===== src/rtl/tl_channel_buffer.sv =====
// TileLink A/D channel buffer: two independent FIFOs with optional flow-through and pipelined-full accept.
// Latency 1 cycle (0 with FLOW on an empty queue); in_ready drops when full unless PIPE and out_ready.

module tl_fifo #(
  parameter int W     = 8,
  parameter int DEPTH = 2,
  parameter int FLOW  = 0,
  parameter int PIPE  = 0,
  localparam int CNT_W = $clog2(DEPTH + 1),
  localparam int PTR_W = (DEPTH > 1) ? $clog2(DEPTH) : 1
) (
  input  logic             clock,
  input  logic             reset,
  input  logic             in_valid,
  output logic             in_ready,
  input  logic [W-1:0]     in_bits,
  output logic             out_valid,
  input  logic             out_ready,
  output logic [W-1:0]     out_bits,
  output logic [CNT_W-1:0] count
);
  localparam bit FLOW_B = (FLOW != 0);
  localparam bit PIPE_B = (PIPE != 0);

  logic [W-1:0]     mem [DEPTH];
  logic [PTR_W-1:0] wr_ptr, rd_ptr;
  logic             empty, full, bypass, do_push, do_pop;

  function automatic logic [PTR_W-1:0] ptr_next(input logic [PTR_W-1:0] p);
    return (p == PTR_W'(DEPTH - 1)) ? '0 : p + 1'b1;
  endfunction

  assign empty     = (count == '0);
  assign full      = (count == CNT_W'(DEPTH));
  assign in_ready  = !full || (PIPE_B && out_ready);
  assign out_valid = !empty || (FLOW_B && in_valid);
  assign out_bits  = (FLOW_B && empty) ? in_bits : mem[rd_ptr];

  // A beat that flows straight through an empty queue is never written to storage.
  assign bypass  = FLOW_B && empty && out_ready;
  assign do_push = in_valid && in_ready && !bypass;
  assign do_pop  = out_ready && !empty;

  always_ff @(posedge clock) begin
    if (do_push) mem[wr_ptr] <= in_bits;
  end

  always_ff @(posedge clock or posedge reset) begin
    if (reset) begin
      wr_ptr <= '0;
      rd_ptr <= '0;
      count  <= '0;
    end else begin
      if (do_push) wr_ptr <= ptr_next(wr_ptr);
      if (do_pop)  rd_ptr <= ptr_next(rd_ptr);
      if (do_push && !do_pop)      count <= count + 1'b1;
      else if (do_pop && !do_push) count <= count - 1'b1;
    end
  end
endmodule

module tl_channel_buffer #(
  parameter int ADDR_W  = 15,
  parameter int DATA_W  = 32,
  parameter int SRC_W   = 3,
  parameter int SIZE_W  = 2,
  parameter int A_DEPTH = 2,
  parameter int D_DEPTH = 2,
  parameter int FLOW    = 0,
  parameter int PIPE    = 0,
  localparam int A_W = 3 + 3 + SIZE_W + SRC_W + ADDR_W + DATA_W / 8 + DATA_W + 1,
  localparam int D_W = 3 + 2 + SIZE_W + SRC_W + 1 + 1 + DATA_W + 1
) (
  input  logic                           clock,
  input  logic                           reset,
  input  logic                           a_in_valid,
  output logic                           a_in_ready,
  input  logic [A_W-1:0]                 a_in_bits,
  output logic                           a_out_valid,
  input  logic                           a_out_ready,
  output logic [A_W-1:0]                 a_out_bits,
  input  logic                           d_in_valid,
  output logic                           d_in_ready,
  input  logic [D_W-1:0]                 d_in_bits,
  output logic                           d_out_valid,
  input  logic                           d_out_ready,
  output logic [D_W-1:0]                 d_out_bits,
  output logic [$clog2(A_DEPTH+1)-1:0]   a_count,
  output logic [$clog2(D_DEPTH+1)-1:0]   d_count,
  output logic                           idle
);
  tl_fifo #(.W(A_W), .DEPTH(A_DEPTH), .FLOW(FLOW), .PIPE(PIPE)) u_a_fifo (
    .clock(clock), .reset(reset),
    .in_valid(a_in_valid), .in_ready(a_in_ready), .in_bits(a_in_bits),
    .out_valid(a_out_valid), .out_ready(a_out_ready), .out_bits(a_out_bits),
    .count(a_count)
  );

  tl_fifo #(.W(D_W), .DEPTH(D_DEPTH), .FLOW(FLOW), .PIPE(PIPE)) u_d_fifo (
    .clock(clock), .reset(reset),
    .in_valid(d_in_valid), .in_ready(d_in_ready), .in_bits(d_in_bits),
    .out_valid(d_out_valid), .out_ready(d_out_ready), .out_bits(d_out_bits),
    .count(d_count)
  );

  assign idle = (a_count == '0) && (d_count == '0);
endmodule


===== config.mk =====
export PLATFORM = sky130hd
export DESIGN_NAME = tl_channel_buffer
export DESIGN_NICKNAME = d
export VERILOG_FILES = /design/src/rtl/tl_channel_buffer.sv
export SDC_FILE = /design/constraint.sdc
export NUM_CORES = 1
export LEC_CHECK = 0
export ABC_AREA = 0
export CAP_MARGIN = 30
export CORE_MARGIN = 8
export CORE_UTILIZATION = 52
export CTS_CLUSTER_DIAMETER = 30
export DETAILED_ROUTE_END_ITERATION = 16
export MAX_ROUTING_LAYER = met4
export PLACE_DENSITY_LB_ADDON = 0.12
export SLEW_MARGIN = 40
export SYNTH_ARGS = -nofsm -noshare
export SYNTH_HDL_FRONTEND = slang
export SYNTH_SLANG_ARGS = --single-unit

===== constraint.sdc =====
create_clock -name clock -period 5.8 [get_ports clock]
set_input_delay 1.16 -clock clock [delete_from_list [all_inputs] [get_ports clock]]
set_output_delay 1.16 -clock clock [all_outputs]
set_load 0.02 [all_outputs]

==> results.yml <==
setup_path:
  cp-end-kind: "primary output"
  crit_path_start_kind: "flip-flop"
  worst_ep_required_time_ns: 4.64
  cp.arrival_ns: 2.87
  critPathMaxFanout: 42
  critical_path_class: "flip-flop to primary output"
routing:
  drc: 0
  via_count: 4368
  drtIter0Drc: 223
  wire_per_inst_microns: 20.47
  wl_microns: 18200
  firstDrtPassIters: 6
  ant_nets: 0
  via_per_inst: 4.913
finish:
  area_growth_pct: 43.71
  final_nets: 755
  stdcell_area_sq_mm: 0.01244
  drive_above_1_share_pct: 27.54
power_and_ir_drop:
  p_per_area_mw_per_mm2: 569.0
  ir_worst_vdd_v: 0.0003854
  p_leak_nw: 4.614
yosys:
  syn-num-nets: 490
  synth_top_area_share_pct: 74.93
  synth_area_sq_mm: 0.008656
  synthTopCellsByArea: "edfxtp_1, mux2_4, dfrtp_1"
  synth_seq_cells: 224
  synth_top_area_cell: "edfxtp_1"
  synth_seq_area_share_pct: 77.25
  ys_types: 16
  synth_cells: 374
  syn_avg_cell_area_sq_um: 23.14
  ys_warn_count: 0
sta:
  max_slew_margin_pct: 47.29
  finalSetupTns_ns: 0
  rsz0062_at_grt: "false"
  finalSetupViolations: 0
  fin_crit_ns: 4.032
  fin_crit_sh_pct: 69.52
  drv_slew: 0
  worstMarginPinSlew_ns: 0.7907
  hold_viol: 0
  clock_skew_ns: 0.01033
  max_freq_mhz: 248.0
die:
  row_count: 47
  chipWidth_microns: 145.0
  initial_utilization_pct: 52.76
  core_area_sq_mm: 0.01641
  die_area_sq_mm: 0.02103
  die_h_microns: 145.0
  num_io_pins: 231
hold_path:
  hp-class: "flip-flop to flip-flop"
cts:
  tritoncts: "yes"
  clk_pin_slew_ns: 0.05
  clk_path_buf_depth: 3
  cts_buffers: 39
  clock_latency_ns: 0.49
  post_cts_resized: 0
  clock-sinks: 224
  postCtsSetupRepairBufs: 0
  clockRootBuffer: "clkbuf_16"
  h-tree-depth: 2
  cts_hold_buf: 0
run_status:
  outcome: "complete, no violations"
run:
  drv_cap: 0
global_routing:
  grt_max_degree: 49
  gr-total-overflow: 0
  grt_pass1_vias: 5032
  antenna_found_initial: 1
  grtUsageTotal_pct: 17.60
  grt_pass1_wl_microns: 27780
placement:
  placed_area_sq_mm: 0.01114
  numPortBuffers: 230
  finalWeightedCongestion: 0.7525
  hpwl_microns: 12430
-- logic make-up (layout without fill, tap and decap cells) --
group | Yosys count | after routing | synth area share, %
xor gates and xnor gates | 10 | 10 | 1.012
adders and majority gates | 2 | 2 | 0.2891
buffers and inverters | 15 | 309 | 2.298
DFF | 224 | 224 | 77.25
muxes | 108 | 108 | 18.30
other | 0 | 1 | 0
and+or+nand+nor | 15 | 15 | 0.8528
-- power breakdown --
group / switching, mW / internal (mW)
registers: 0.238 / 2.22
clock network: 0.736 / 1.46
logic: 1.12 / 1.29
total: 2.10 / 4.98
-- final cells by class --
cell class	instances	area [sq um]
antenna	1	2.502
multi-input combinational	135	1792
inverter	3	11.26
clock buffer	41	1026
timing repair buffer	236	2367
sequential	224	6691
fill	914	3968
clock inverter	29	274.0
tap	220	275.3
-- worst paths after layout --
kind / startpoint / end / slack [ns] / depth (start not counted)
hold / removal: u_d_fifo.count[1]$_DFFE_PP0P_ / u_d_fifo.count[1]$_DFFE_PP0P_ / 0.53 / 1
setup / recovery: u_a_fifo.rd_ptr$_DFFE_PP0P_ / a_out_bits[22] / 1.77 / 3
max in group asynchronous: reset / u_a_fifo.rd_ptr$_DFFE_PP0P_ / 4.60 / 2
setup reg to reg: u_a_fifo.count[0]$_DFFE_PP0P_ / u_a_fifo.mem[0][45]$_DFFE_PP_ / 3.54 / 5
hold reg to reg: u_d_fifo.count[1]$_DFFE_PP0P_ / u_d_fifo.count[1]$_DFFE_PP0P_ / 0.53 / 1
min in group asynchronous: reset / u_a_fifo.count[1]$_DFFE_PP0P_ / 0.92 / 2
-- cells in the mapped netlist (all sizes together) --
cell type and number:
or2 2, xnor2 6, xor2 4, dfrtp 8, edfxtp 216, nand2b 2
buf 12, nor2 5, ha 2, nand2 4, mux2 108, inv 3
and3 2
-- flip-flops by register name, indices dropped and copies added (netlist names) --
| register | cells |
|---|---|
| u_a_fifo.count | 2 |
| u_d_fifo.mem | 90 |
| u_a_fifo.mem | 126 |
| u_d_fifo.wr_ptr | 1 |
| u_a_fifo.rd_ptr | 1 |
| u_a_fifo.wr_ptr | 1 |
| u_d_fifo.count | 2 |
| u_d_fifo.rd_ptr | 1 |
-- per-stage QoR --
stage	worst slack [ns]	util [%]	hold WS, ns	total power [mW]	cells
global route	1.640	75.82	0.5678	7.365	889
floorplan	1.424	-	0.4604	3.993	374
finish	1.768	75.82	0.5325	7.078	889
global placement	2.286	67.69	0.5152	4.869	817
detailed placement	2.245	67.88	0.5286	4.934	818
CTS	1.708	75.80	0.5334	7.169	888
-- layout by cell type, fill, tap and decap left out, types with 4 or more instances in the layout --
cell type | synthesis | layout
clkinv_2 | 0 | 7
mux2_4 | 98 | 98
edfxtp_1 | 216 | 216
xor2_1 | 4 | 4
buf_4 | 0 | 5
dfrtp_1 | 8 | 6
clkinv_4 | 0 | 4
clkbuf_16 | 0 | 41
bufinv_16 | 0 | 4
clkinvlp_4 | 0 | 5
xnor2_1 | 6 | 6
clkinv_1 | 0 | 7
clkdlybuf4s50_1 | 0 | 230
mux2_2 | 10 | 10
-- critical path, stage by stage (launching register included) --
cell and delay [ns]:
dfrtp_4 0.95, buf_4 0.49, mux2_2 0.38, clkdlybuf4s50_1 0.54
-- layer usage --
layer	share of wire, %	vias to the layer above	GRT usage (%)
met5	0	-	-
met4	2.2	0	6.418
met3	11	38	8.489
met2	50	196	28.36
met1	37	2116	18.52
li1	-	2018	-
No activity file was read; power rests on OpenSTA's default activity.
